### config.mk
export PLATFORM = sky130hd
export DESIGN_NAME = program_loader
export DESIGN_NICKNAME = d
export VERILOG_FILES = /design/src/rtl/program_loader.sv
export SDC_FILE = /design/constraint.sdc
export NUM_CORES = 1
export LEC_CHECK = 0
export BUFFER_PORTS_ARGS = -buffer_cell sky130_fd_sc_hd__buf_4
export CORE_MARGIN = 2
export CORE_UTILIZATION = 55
export CTS_CLUSTER_DIAMETER = 100
export DETAILED_ROUTE_END_ITERATION = 6
export HOLD_SLACK_MARGIN = 0.15
export MAX_ROUTING_LAYER = met4
export PLACE_DENSITY = 0.84
export SYNTH_ARGS = -nofsm -noshare
export SYNTH_HDL_FRONTEND = slang
export SYNTH_SLANG_ARGS = --single-unit
### constraint.sdc
create_clock -name clk -period 4.17 [get_ports clk]
set_input_delay 0 -clock clk [delete_from_list [all_inputs] [get_ports clk]]
set_output_delay 0 -clock clk [all_outputs]
set_load 0.05 [all_outputs]
### src/rtl/program_loader.sv
// Streams instruction words into a CPU load port with a setup/strobe/hold write
// cycle, then holds go_contr for a fixed number of cycles or until halt.
module program_loader #(
  parameter int WIDTH      = 32,
  parameter int ADDR_W     = 32,
  parameter int DEPTH      = 64,
  parameter int BASE_ADDR  = 0,
  parameter int ADDR_STEP  = 4,
  parameter int GAP_CYCLES = 2,
  parameter int RUN_CYCLES = 830,
  localparam int CW        = $clog2(DEPTH+1)
) (
  input  logic              clk,
  input  logic              reset,
  input  logic              start,
  input  logic              abort,
  input  logic              halt,
  input  logic              s_valid,
  input  logic [WIDTH-1:0]  s_data,
  input  logic              s_last,
  output logic              s_ready,
  output logic [ADDR_W-1:0] addrOut,
  output logic [WIDTH-1:0]  dataOut,
  output logic              wrOut,
  output logic              go_contr,
  output logic              busy,
  output logic              done,
  output logic              error,
  output logic [CW-1:0]     word_count,
  output logic [WIDTH-1:0]  checksum
);

  typedef enum logic [3:0] {
    IDLE, ACCEPT, SETUP, WRITE, HOLD, GAP, RUN, DONE, ERROR
  } state_t;

  state_t            state_q, state_d;
  logic [ADDR_W-1:0] addr_q, addr_d;
  logic [WIDTH-1:0]  data_q, data_d;
  logic [WIDTH-1:0]  sum_q, sum_d;
  logic [CW-1:0]     cnt_q, cnt_d;
  logic              last_q, last_d;
  logic [31:0]       tmr_q, tmr_d;
  logic              wr_q, go_q, done_q, err_q;

  always_comb begin
    state_d = state_q;
    addr_d  = addr_q;
    data_d  = data_q;
    sum_d   = sum_q;
    cnt_d   = cnt_q;
    last_d  = last_q;
    tmr_d   = tmr_q;
    if (abort) begin
      state_d = IDLE;
    end else begin
      unique case (state_q)
        IDLE, DONE, ERROR: if (start) begin
          state_d = ACCEPT;
          cnt_d   = '0;
          sum_d   = '0;
        end
        ACCEPT: if (s_valid) begin
          // A word arriving with the program already full is swallowed, not written.
          if (cnt_q == CW'(DEPTH)) begin
            state_d = ERROR;
          end else begin
            addr_d  = ADDR_W'(BASE_ADDR) + ADDR_W'(cnt_q) * ADDR_W'(ADDR_STEP);
            data_d  = s_data;
            sum_d   = sum_q + s_data;
            cnt_d   = cnt_q + CW'(1);
            last_d  = s_last;
            state_d = SETUP;
          end
        end
        SETUP: state_d = WRITE;
        WRITE: state_d = HOLD;
        HOLD: begin
          tmr_d = '0;
          if (!last_q)              state_d = ACCEPT;
          else if (GAP_CYCLES == 0) state_d = RUN;
          else                      state_d = GAP;
        end
        GAP: begin
          tmr_d = tmr_q + 32'd1;
          if (tmr_q == 32'(GAP_CYCLES-1)) begin
            state_d = RUN;
            tmr_d   = '0;
          end
        end
        RUN: begin
          tmr_d = tmr_q + 32'd1;
          if (halt || (RUN_CYCLES != 0 && tmr_q == 32'(RUN_CYCLES-1))) state_d = DONE;
        end
        default: state_d = IDLE;
      endcase
    end
  end

  // Strobe/run/status flags are registered copies of the next state.
  always_ff @(posedge clk or posedge reset) begin
    if (reset) begin
      state_q <= IDLE;
      addr_q  <= ADDR_W'(BASE_ADDR);
      data_q  <= '0;
      sum_q   <= '0;
      cnt_q   <= '0;
      last_q  <= 1'b0;
      tmr_q   <= '0;
      wr_q    <= 1'b0;
      go_q    <= 1'b0;
      done_q  <= 1'b0;
      err_q   <= 1'b0;
    end else begin
      state_q <= state_d;
      addr_q  <= addr_d;
      data_q  <= data_d;
      sum_q   <= sum_d;
      cnt_q   <= cnt_d;
      last_q  <= last_d;
      tmr_q   <= tmr_d;
      wr_q    <= (state_d == WRITE);
      go_q    <= (state_d == RUN);
      done_q  <= (state_d == DONE);
      err_q   <= (state_d == ERROR);
    end
  end

  assign s_ready    = (state_q == ACCEPT);
  assign busy       = !(state_q inside {IDLE, DONE, ERROR});
  assign addrOut    = addr_q;
  assign dataOut    = data_q;
  assign wrOut      = wr_q;
  assign go_contr   = go_q;
  assign done       = done_q;
  assign error      = err_q;
  assign word_count = cnt_q;
  assign checksum   = sum_q;

endmodule

==> results of run 1 <==
[power by group through the flow]
stage | Sequential (mW) | Combinational [mW] | Clock (mW)
after floorplan | 2.24 | 0.860 | 0
after global placement | 1.54 | 2.11 | 0
after detailed placement | 1.54 | 2.13 | 0
after CTS | 1.54 | 2.17 | 1.68
after global routing | 1.57 | 2.34 | 1.74
final | 1.54 | 2.18 | 1.66
[sequential cells by signal, indices dropped and copies added (netlist names)]
signal / cells
last_q: 1
go_contr: 1
state_q: 4
word_count: 7
error: 1
tmr_q: 32
checksum: 32
wrOut: 1
dataOut: 32
addrOut: 7
done: 1
[kinds of logic (layout without fill, tap and decap cells)]
kind of cell | count (synthesis) | in the layout | synth area share (%)
AOI/OAI and AO/OA | 175 | 175 | 15.64
other | 1 | 25 | 0.05470
DFF | 119 | 119 | 43.44
buffers and inverters | 66 | 211 | 5.220
and+or+nand+nor | 336 | 336 | 22.30
xor gates and xnor gates | 51 | 51 | 6.516
adders and majority gates | 36 | 36 | 6.680
muxes | 1 | 1 | 0.1460
[path summary, 6_finish.rpt]
path,start,endpoint,cells past startpoint
max,checksum[0]$_DFFE_PP0P_,checksum[26]$_DFFE_PP0P_,10
min,reset,checksum[26]$_DFFE_PP0P_,3
max reg2reg,checksum[0]$_DFFE_PP0P_,checksum[26]$_DFFE_PP0P_,10
min reg2reg,dataOut[18]$_DFFE_PP0P_,dataOut[18]$_DFFE_PP0P_,2
max in group asynchronous,reset,checksum[22]$_DFFE_PP0P_,4
min in group clk,s_data[17],dataOut[17]$_DFFE_PP0P_,4
[layout make-up]
type,instances,area share [%]
multi-input combinational,624,40.76
sequential,119,33.60
timing repair buffer,166,15.13
clock buffer,19,4.998
clock inverter,13,2.555
tap,168,2.372
inverter,13,0.5789
[critical path: stages, from the launching register on]
cell,delay [ns]
dfrtp_1,0.40
ha_1,0.23
fa_1,0.41
a21o_1,0.19
a221o_1,0.39
a21oi_1,0.29
o21ai_2,0.13
a31oi_1,0.39
o21ai_1,0.21
xnor2_1,0.16
o21ai_1,0.07
[cells in the mapped netlist (6+ instances only)]
| library cell | n | share of area (%) |
|---|---|---|
| nand2_1 | 185 | 10 |
| dfrtp_1 | 119 | 43 |
| nor2_1 | 53 | 2.9 |
| a21oi_1 | 42 | 3.1 |
| o21ai_1 | 40 | 2.9 |
| ha_1 | 35 | 6.4 |
| xor2_1 | 32 | 4.1 |
| o21ai_0 | 27 | 2.0 |
| buf_4 | 26 | 2.8 |
| xnor2_1 | 19 | 2.4 |
| nand3_1 | 18 | 1.3 |
| clkbuf_1 | 17 | 0.93 |
| a21o_1 | 12 | 1.3 |
| inv_1 | 12 | 0.66 |
| nand4_1 | 11 | 1.0 |
| and3_1 | 10 | 0.91 |
| buf_2 | 10 | 0.73 |
| nor4_1 | 10 | 0.91 |
| a31oi_1 | 8 | 0.73 |
| nor3_1 | 8 | 0.58 |
| o211ai_1 | 8 | 0.88 |
| or3_1 | 8 | 0.73 |
| a211oi_1 | 6 | 0.66 |
| nor2b_1 | 6 | 0.55 |
[stage by stage]
stage	power (mW)	util (%)	worst slack (ns)	instance area, um^2	hold WS, ns
2_1_floorplan	3.102	-	1.013	6945	0.1054
3_3_place_gp	3.651	64.50	1.290	7812	0.06459
3_5_place_dp	3.671	64.50	1.210	7812	0.06648
4_1_cts	5.383	73.17	1.193	8862	0.1812
5_1_grt	5.647	73.17	0.9627	8862	0.2179
6_report	5.383	73.17	1.162	8862	0.1787
[per-layer routing]
layer  GRT usage (%)  up-vias  share of wire, %
li1                -     2995                 -
met1           36.21     2943                44
met2           41.99      223                47
met3           8.577       33               7.2
met4           9.444        0               1.9
met5               -        -                 0
==> flow_metrics.env, run 1 <==
export IMPL_status="finished, final reports clean"
export IMPL_ys_flop_type="dfrtp_1"
export IMPL_synth_area_um2=6855
export IMPL_synthArstFlopShare_pct=100.0
export IMPL_clk_pin_slew_ns=0.05
export IMPL_tns_ns=0
export IMPL_io_pins=148
export IMPL_cts_setup_buffers=0
export IMPL_leakage_nw=4.413
export IMPL_synth_edf_count=0
export IMPL_antenna_cells=0
export IMPL_slew_headroom_pct=55.68
export IMPL_tightestPinTransition_ns=0.6624
export IMPL_placedCellCount=1052
export IMPL_dr_total_vias=6194
export IMPL_dr_pass1_iters=5
export IMPL_syn_avg_cell_area_um2=8.733
export IMPL_final_common_cell="nand2_1"
export IMPL_fin_nets=1016
export IMPL_p_per_area_nw_per_um2=607.4
export IMPL_antenna_left=0
export IMPL_die_y_um=115.6
export IMPL_cts_tree="built"
export IMPL_grt_overflow_total=0
export IMPL_rsz0062_at_grt="false"
export IMPL_insertion_delay_ns=0.41
export IMPL_arrival_ns=3.28
export IMPL_multiInputGateArea_um2=3612
export IMPL_coreArea_um2=12110
export IMPL_drive_gt1_share_pct=18.76
export IMPL_min_period_ns=3.008
export IMPL_grt_use_total_pct=27.93
export IMPL_path_max_fanout=4
export IMPL_numPortBuffers=122
export IMPL_slew_viol_final=0
export IMPL_rrSetupSlack_ns=1.16
export IMPL_period_share_pct=72.13
export IMPL_drc=0
export IMPL_hpwl_um=11730
export IMPL_switching_share_pct=40.61
export IMPL_cts_made_buffers=17
export IMPL_wl_um=17480
export IMPL_place_gp_congestion=0.9481
export IMPL_p_int_mw=3.197
export IMPL_grt_antenna_before_repair=0
export IMPL_final_cell_mix="nand2_1 (184), buf_4 (128), dfrtp_1 (119), nor2_1 (53), a21oi_1 (42)"
export IMPL_cts_htree_levels=4
export IMPL_p_sw_mw=2.186
export IMPL_ys_seq_elements=119
export IMPL_vias_per_cell=5.520
export IMPL_grt_pass1_vias=5956
export IMPL_seq_power_share_pct=28.6
export IMPL_vdd_ir_drop_max_uv=443.5
export IMPL_ys_warn_count=0
export IMPL_clock_sinks=119
export IMPL_syn_inst=785
export IMPL_finalSetupViolCount=0
export IMPL_grt_start_max_net_pins=45
export IMPL_instances_no_fill=1122
export IMPL_post_drt_wl_per_cell_um=15.58
export IMPL_fill_cells=894
export IMPL_min_path_type="in2async"
export IMPL_grt_first_pass_wirelength_um=28550
export IMPL_clockRootBuffer="clkbuf_16"
export IMPL_fmax_mhz=332.4
export IMPL_rows=40
export IMPL_pwr_share_clk_pct=30.8
export IMPL_power_frac_comb_pct=40.6
export IMPL_drtIter0Drc=534
export IMPL_skew_ns=0.007086
export IMPL_crit_path_end_kind="register"
export IMPL_finalHoldViolCount=0
export IMPL_crit_type="reg2reg"
export IMPL_die_x_um=115.6
export IMPL_cts_resized_gates=0
export IMPL_seq_area_um2=2978
export IMPL_clock_path_buffers=2
export IMPL_crit_required_ns=4.44
export IMPL_start_kind="register"
export IMPL_cap_violations=0
export IMPL_start_util_pct=56.60
export IMPL_cts_hold_fix_buffers=38
export IMPL_yosysSeqAreaShare_pct=43.44
export IMPL_syn2layout_area_growth_pct=29.28
export IMPL_synth_cell_type_count=63
export IMPL_die_area_um2=13370
No activity file was read; power rests on OpenSTA's default activity.
==> inputs of run 2 (changes only) <==
- CORE_UTILIZATION: 55 -> 50
- PLACE_DENSITY: 0.84 -> 0.8
- clock period: 4.17 -> 2.5 ns (I/O delays scaled with it)
==> run 2 against run 1 <==
Against the previous run:
- sequential share of layout area is 0.83 points lower
- die area is 9.6% higher
- largest power group unchanged
- power up 62%
- setup slack got worse by 1.1 ns
==> flow_metrics.env, run 2 (synthesis gave the netlist of run 1 again) <==
export IMPL_status="finished, final reports clean"
export IMPL_final_area_um2=9095
export IMPL_rows=42
export IMPL_grt_use_total_pct=25.38
export IMPL_antenna_left=0
export IMPL_die_x_um=121.1
export IMPL_die_y_um=121.1
export IMPL_r2r_start="checksum[0]$_DFFE_PP0P_"
export IMPL_grt_first_pass_wirelength_um=28920
export IMPL_rsz0062_at_grt="true"
export IMPL_p_per_area_nw_per_um2=957.9
export IMPL_setup_slack_ns=0.01667
export IMPL_drc=0
export IMPL_final_common_cell="nand2_1"
export IMPL_place_gp_congestion=0.9296
export IMPL_fin_nets=1038
export IMPL_syn2layout_area_growth_pct=32.67
export IMPL_tightestPinTransition_ns=0.6548
export IMPL_period_share_pct=99.33
export IMPL_skew_ns=0.01002
export IMPL_grt_pass1_vias=6038
export IMPL_rrSetupSlack_ns=0.02
export IMPL_clock_path_buffers=2
export IMPL_dr_total_vias=6163
export IMPL_numPortBuffers=122
export IMPL_coreArea_um2=13300
export IMPL_crit_path_end_kind="register"
export IMPL_crit_start="checksum[0]$_DFFE_PP0P_"
export IMPL_cap_violations=0
export IMPL_cts_htree_levels=4
export IMPL_grt_overflow_total=0
export IMPL_arrival_ns=2.78
export IMPL_crit_required_ns=2.80
export IMPL_placedCellCount=1080
export IMPL_slowest_stage="dfrtp_2"
export IMPL_insertion_delay_ns=0.42
export IMPL_start_kind="register"
export IMPL_hold_start="halt"
export IMPL_tns_ns=0
export IMPL_drtIter0Drc=347
export IMPL_leakage_nw=4.499
export IMPL_hpwl_um=11780
export IMPL_path_max_fanout=2
export IMPL_cts_made_buffers=17
export IMPL_finalHoldViolCount=0
export IMPL_antenna_cells=0
export IMPL_met2_usage_pct=40.06
export IMPL_critPathMaxStageDelay_ns=0.42
export IMPL_final_cell_mix="nand2_1 (184), buf_4 (147), dfrtp_1 (117), nor2_1 (53), o21ai_1 (41)"
export IMPL_met1_usage_pct=31.81
export IMPL_slew_headroom_pct=56.35
export IMPL_clock_sinks=119
export IMPL_fmax_mhz=402.7
export IMPL_fill_cells=1024
export IMPL_wl_um=17410
export IMPL_vdd_ir_drop_max_uv=637.2
export IMPL_placed_cell_area_um2=8060
export IMPL_drive_gt1_share_pct=22.85
export IMPL_vias_per_cell=5.350
export IMPL_path_cells="ha_4 > fa_2 > a21o_1 > a221o_1 > a21oi_2 > o31a_1 > o31ai_2 > a211oi_2 > xor2_1 > o21ai_1"
export IMPL_post_drt_wl_per_cell_um=15.11
export IMPL_grt_antenna_before_repair=0
export IMPL_finalSetupViolCount=0
export IMPL_grt_busiest_layer="met2"
export IMPL_clk_pin_slew_ns=0.06
export IMPL_min_path_type="in2reg"
export IMPL_crit_type="reg2reg"
export IMPL_start_util_pct=51.56
export IMPL_cts_tree="built"
export IMPL_die_area_um2=14660
export IMPL_io_pins=148
export IMPL_min_period_ns=2.483
export IMPL_instances_no_fill=1152
export IMPL_slew_viol_final=0
export IMPL_dr_pass1_iters=7
export IMPL_grt_start_max_net_pins=120
export IMPL_pre_cts_ws_ns=-0.04224
export IMPL_use_met3_pct=7.848
export IMPL_clockRootBuffer="clkbuf_16"
run 2: layout make-up:
cell class	count	area, um^2	area share (%)
multi-input cells	624	3735	41.06
well taps	176	220.2	2.421
repair buffers	188	1544	16.98
flip-flops and latches	119	2980	32.77
inverters	13	52.55	0.5778
clock buffers	24	491.7	5.407
clock inverters	8	71.32	0.7842
run 2: layer usage:
layer	up-vias	part of all wire (%)
li1	3024	-
met1	2971	44
met2	150	48
met3	18	6.6
met4	0	1.2
met5	-	0
run 2: critical path, delay by kind of cell, from the launching register on:
kind            cells  cell delay, ns
compound gates      7            1.29
fa+ha+maj           2            0.50
flops               1            0.42
xor+xnor            1            0.17
run 2: path summary, 6_finish.rpt:
path / to / cells past startpoint
max reg2reg: checksum[24]$_DFFE_PP0P_ / 10
min in group asynchronous: dataOut[27]$_DFFE_PP0P_ / 4
max in group asynchronous: checksum[0]$_DFFE_PP0P_ / 4
min: state_q[0]$_DFF_PP0_ / 5
min reg2reg: dataOut[28]$_DFFE_PP0P_ / 2
max: checksum[24]$_DFFE_PP0P_ / 10
run 2: metrics by stage:
stage,power (mW),hold slack (ns),utilization (%)
global route,9.158,0.3406,68.41
CTS,8.661,0.2837,67.78
floorplan,5.201,0.1054,-
detailed placement,6.254,0.2094,60.62
global placement,6.204,0.2020,60.62
finish,8.712,0.3060,68.41
run 2: repair_timing:
action                                 in CTS  in global routing
buffers inserted                            1                  1
setup endpoints to repair                   1                  9
pin swaps                                   4                  9
endpoints found under the hold margin     182                  0
resized for setup                           0                 20
cloned                                      0                  0
hold buffers                               38                  0
run 2: power breakdown:
group	total (mW)	switching, mW	internal [mW]
Clock	2.32	0.860	1.46
Combinational	3.82	2.55	1.27
Sequential	2.57	0.278	2.29
Total	8.71	3.69	5.02
==> inputs of run 3 (changes only) <==
==> constraint.sdc (replaced) <==
create_clock -name clk -period 2.5 [get_ports clk]
set_input_delay 0.5 -clock clk [delete_from_list [all_inputs] [get_ports clk]]
set_output_delay 0.5 -clock clk [all_outputs]
set_load 0.05 [all_outputs]
==> run 3 against run 2 <==
Against the previous run:
- the run now ends with setup timing left
- critical path depth unchanged
- via count rose by 1.3%
- non-clock buffer count down 5
- final area shrank 0.56%
- fmax shrank 2.3%
- routed wire length up 1.7%
- utilization decreased by 0.39 points
- critical path type unchanged
==> flow_metrics.env, run 3 (synthesis gave the netlist of run 1 again) <==
export IMPL_status="complete, but fails checks"
export IMPL_violations="setup timing"
export IMPL_place_gp_congestion=0.9007
export IMPL_antenna_cells=0
export IMPL_seq_area_um2=2980
export IMPL_crit_required_ns=2.80
export IMPL_p_per_area_nw_per_um2=1007
export IMPL_period_share_pct=101.6
export IMPL_dr_total_vias=6241
export IMPL_fin_nets=1033
export IMPL_final_area_um2=9044
export IMPL_slew_headroom_pct=54.91
export IMPL_setup_slack_ns=-0.04074
export IMPL_grt_overflow_total=0
export IMPL_grt_pass1_vias=5981
export IMPL_min_path_type="in2async"
export IMPL_coreArea_um2=13300
export IMPL_fill_cells=1072
export IMPL_cts_tree="built"
export IMPL_crit_type="reg2reg"
export IMPL_rsz0062_at_grt="true"
export IMPL_drive_gt1_share_pct=26.47
export IMPL_fmax_mhz=393.6
export IMPL_routed_wl_met3_um=1264
export IMPL_critPathMaxStageDelay_ns=0.42
export IMPL_wl_um=17700
export IMPL_die_x_um=121.1
export IMPL_wl_met1_um=7681
export IMPL_grt_start_max_net_pins=120
export IMPL_tightestPinTransition_ns=0.6763
export IMPL_min_period_ns=2.541
export IMPL_final_common_cell="nand2_1"
export IMPL_leakage_nw=4.516
export IMPL_vdd_ir_drop_max_uv=809.5
export IMPL_cap_violations=0
export IMPL_finalSetupViolCount=4
export IMPL_highest_layer="met4"
export IMPL_multiInputGateArea_um2=3752
export IMPL_numPortBuffers=122
export IMPL_clk_pin_slew_ns=0.05
export IMPL_crit_family="compound AO/OA/AOI/OAI gates"
export IMPL_rows=42
export IMPL_grt_antenna_before_repair=0
export IMPL_grt_first_pass_wirelength_um=28880
export IMPL_post_drt_wl_per_cell_um=15.43
export IMPL_die_y_um=121.1
export IMPL_antenna_left=0
export IMPL_pre_cts_ws_ns=-0.2525
export IMPL_start_util_pct=51.56
export IMPL_met2WireLength_um=8399
export IMPL_clock_sinks=119
export IMPL_start_kind="register"
export IMPL_arrival_ns=2.84
export IMPL_clockRootBuffer="clkbuf_16"
export IMPL_vias_per_cell=5.441
export IMPL_clock_path_buffers=2
export IMPL_drtIter0Drc=435
export IMPL_dr_pass1_iters=5
export IMPL_insertion_delay_ns=0.42
export IMPL_finalPower_mw=9.103
export IMPL_crit_path_end_kind="register"
export IMPL_slowest_stage="dfrtp_2"
export IMPL_hpwl_um=12380
export IMPL_cts_hold_fix_buffers=0
export IMPL_cts_made_buffers=17
export IMPL_skew_ns=0.008354
export IMPL_path_max_fanout=3
export IMPL_io_pins=148
export IMPL_placed_cell_area_um2=8293
export IMPL_grt_use_total_pct=25.48
export IMPL_die_area_um2=14660
export IMPL_cts_htree_levels=4
export IMPL_finalHoldViolCount=0
export IMPL_slew_viol_final=0
export IMPL_final_cell_mix="nand2_1 (184), buf_4 (180), dfrtp_1 (117), nor2_1 (53), o21ai_1 (39)"
export IMPL_drc=0
export IMPL_path_buf_inv=1
export IMPL_path_cells="ha_4 > fa_2 > a21o_1 > a221o_1 > a21oi_2 > o21ai_2 > a31oi_4 > buf_4 > xor2_1 > o21ai_1"
export IMPL_syn2layout_area_growth_pct=31.92
export IMPL_whs_ns=0.2342
run 3: path summary, 6_finish.rpt:
check | from | slack [ns] | cells past startpoint | end
setup / recovery | checksum[0]$_DFFE_PP0P_ | -0.04 | 10 | checksum[22]$_DFFE_PP0P_
hold / removal | reset | 0.23 | 3 | checksum[25]$_DFFE_PP0P_
setup reg to reg | checksum[0]$_DFFE_PP0P_ | -0.04 | 10 | checksum[22]$_DFFE_PP0P_
hold reg to reg | dataOut[18]$_DFFE_PP0P_ | 0.47 | 2 | dataOut[18]$_DFFE_PP0P_
max in group asynchronous | reset | 1.73 | 3 | checksum[19]$_DFFE_PP0P_
min in group clk | s_data[17] | 0.28 | 3 | dataOut[17]$_DFFE_PP0P_
run 3: layout make-up:
cell class | count | area share [%]
Sequential cell | 119 | 32.96
Clock inverter | 10 | 1.577
Clock buffer | 22 | 5.354
Multi-Input combinational cell | 624 | 41.49
Tap cell | 176 | 2.435
Inverter | 13 | 0.5811
Timing Repair Buffer | 183 | 15.61
run 3: layer usage:
layer  vias to the layer above  global-route usage (%)
li1                       3029                       -
met1                      2981                   32.55
met2                       196                   38.87
met3                        35                   7.989
met4                         0                   7.994
met5                         -                       -
run 3: per-stage QoR:
stage	instances	util, %	TNS (ns)
global route	1147	68.02	-0.6017
CTS	1144	67.15	-0.01670
detailed placement	1111	62.38	-1.664
floorplan	809	-	-0.09687
finish	1147	68.02	-0.06644
global placement	1111	62.38	-0.9936
run 3: worst min-delay path, cell delays in order:
cell and delay, ns:
buf_4 0.12, clkinvlp_4 0.07, buf_12 0.44
run 3: report_power, final:
group / switching (mW) / total, mW / internal [mW]
registers: 0.282 / 2.57 / 2.29
logic: 2.57 / 3.96 / 1.39
clock network: 0.898 / 2.57 / 1.67
total: 3.75 / 9.10 / 5.35
run 3: what timing repair did:
item	CTS	global route
setup buffers	1	3
setup endpoints to repair	3	10
pin swaps	3	8
gates resized for setup	0	17
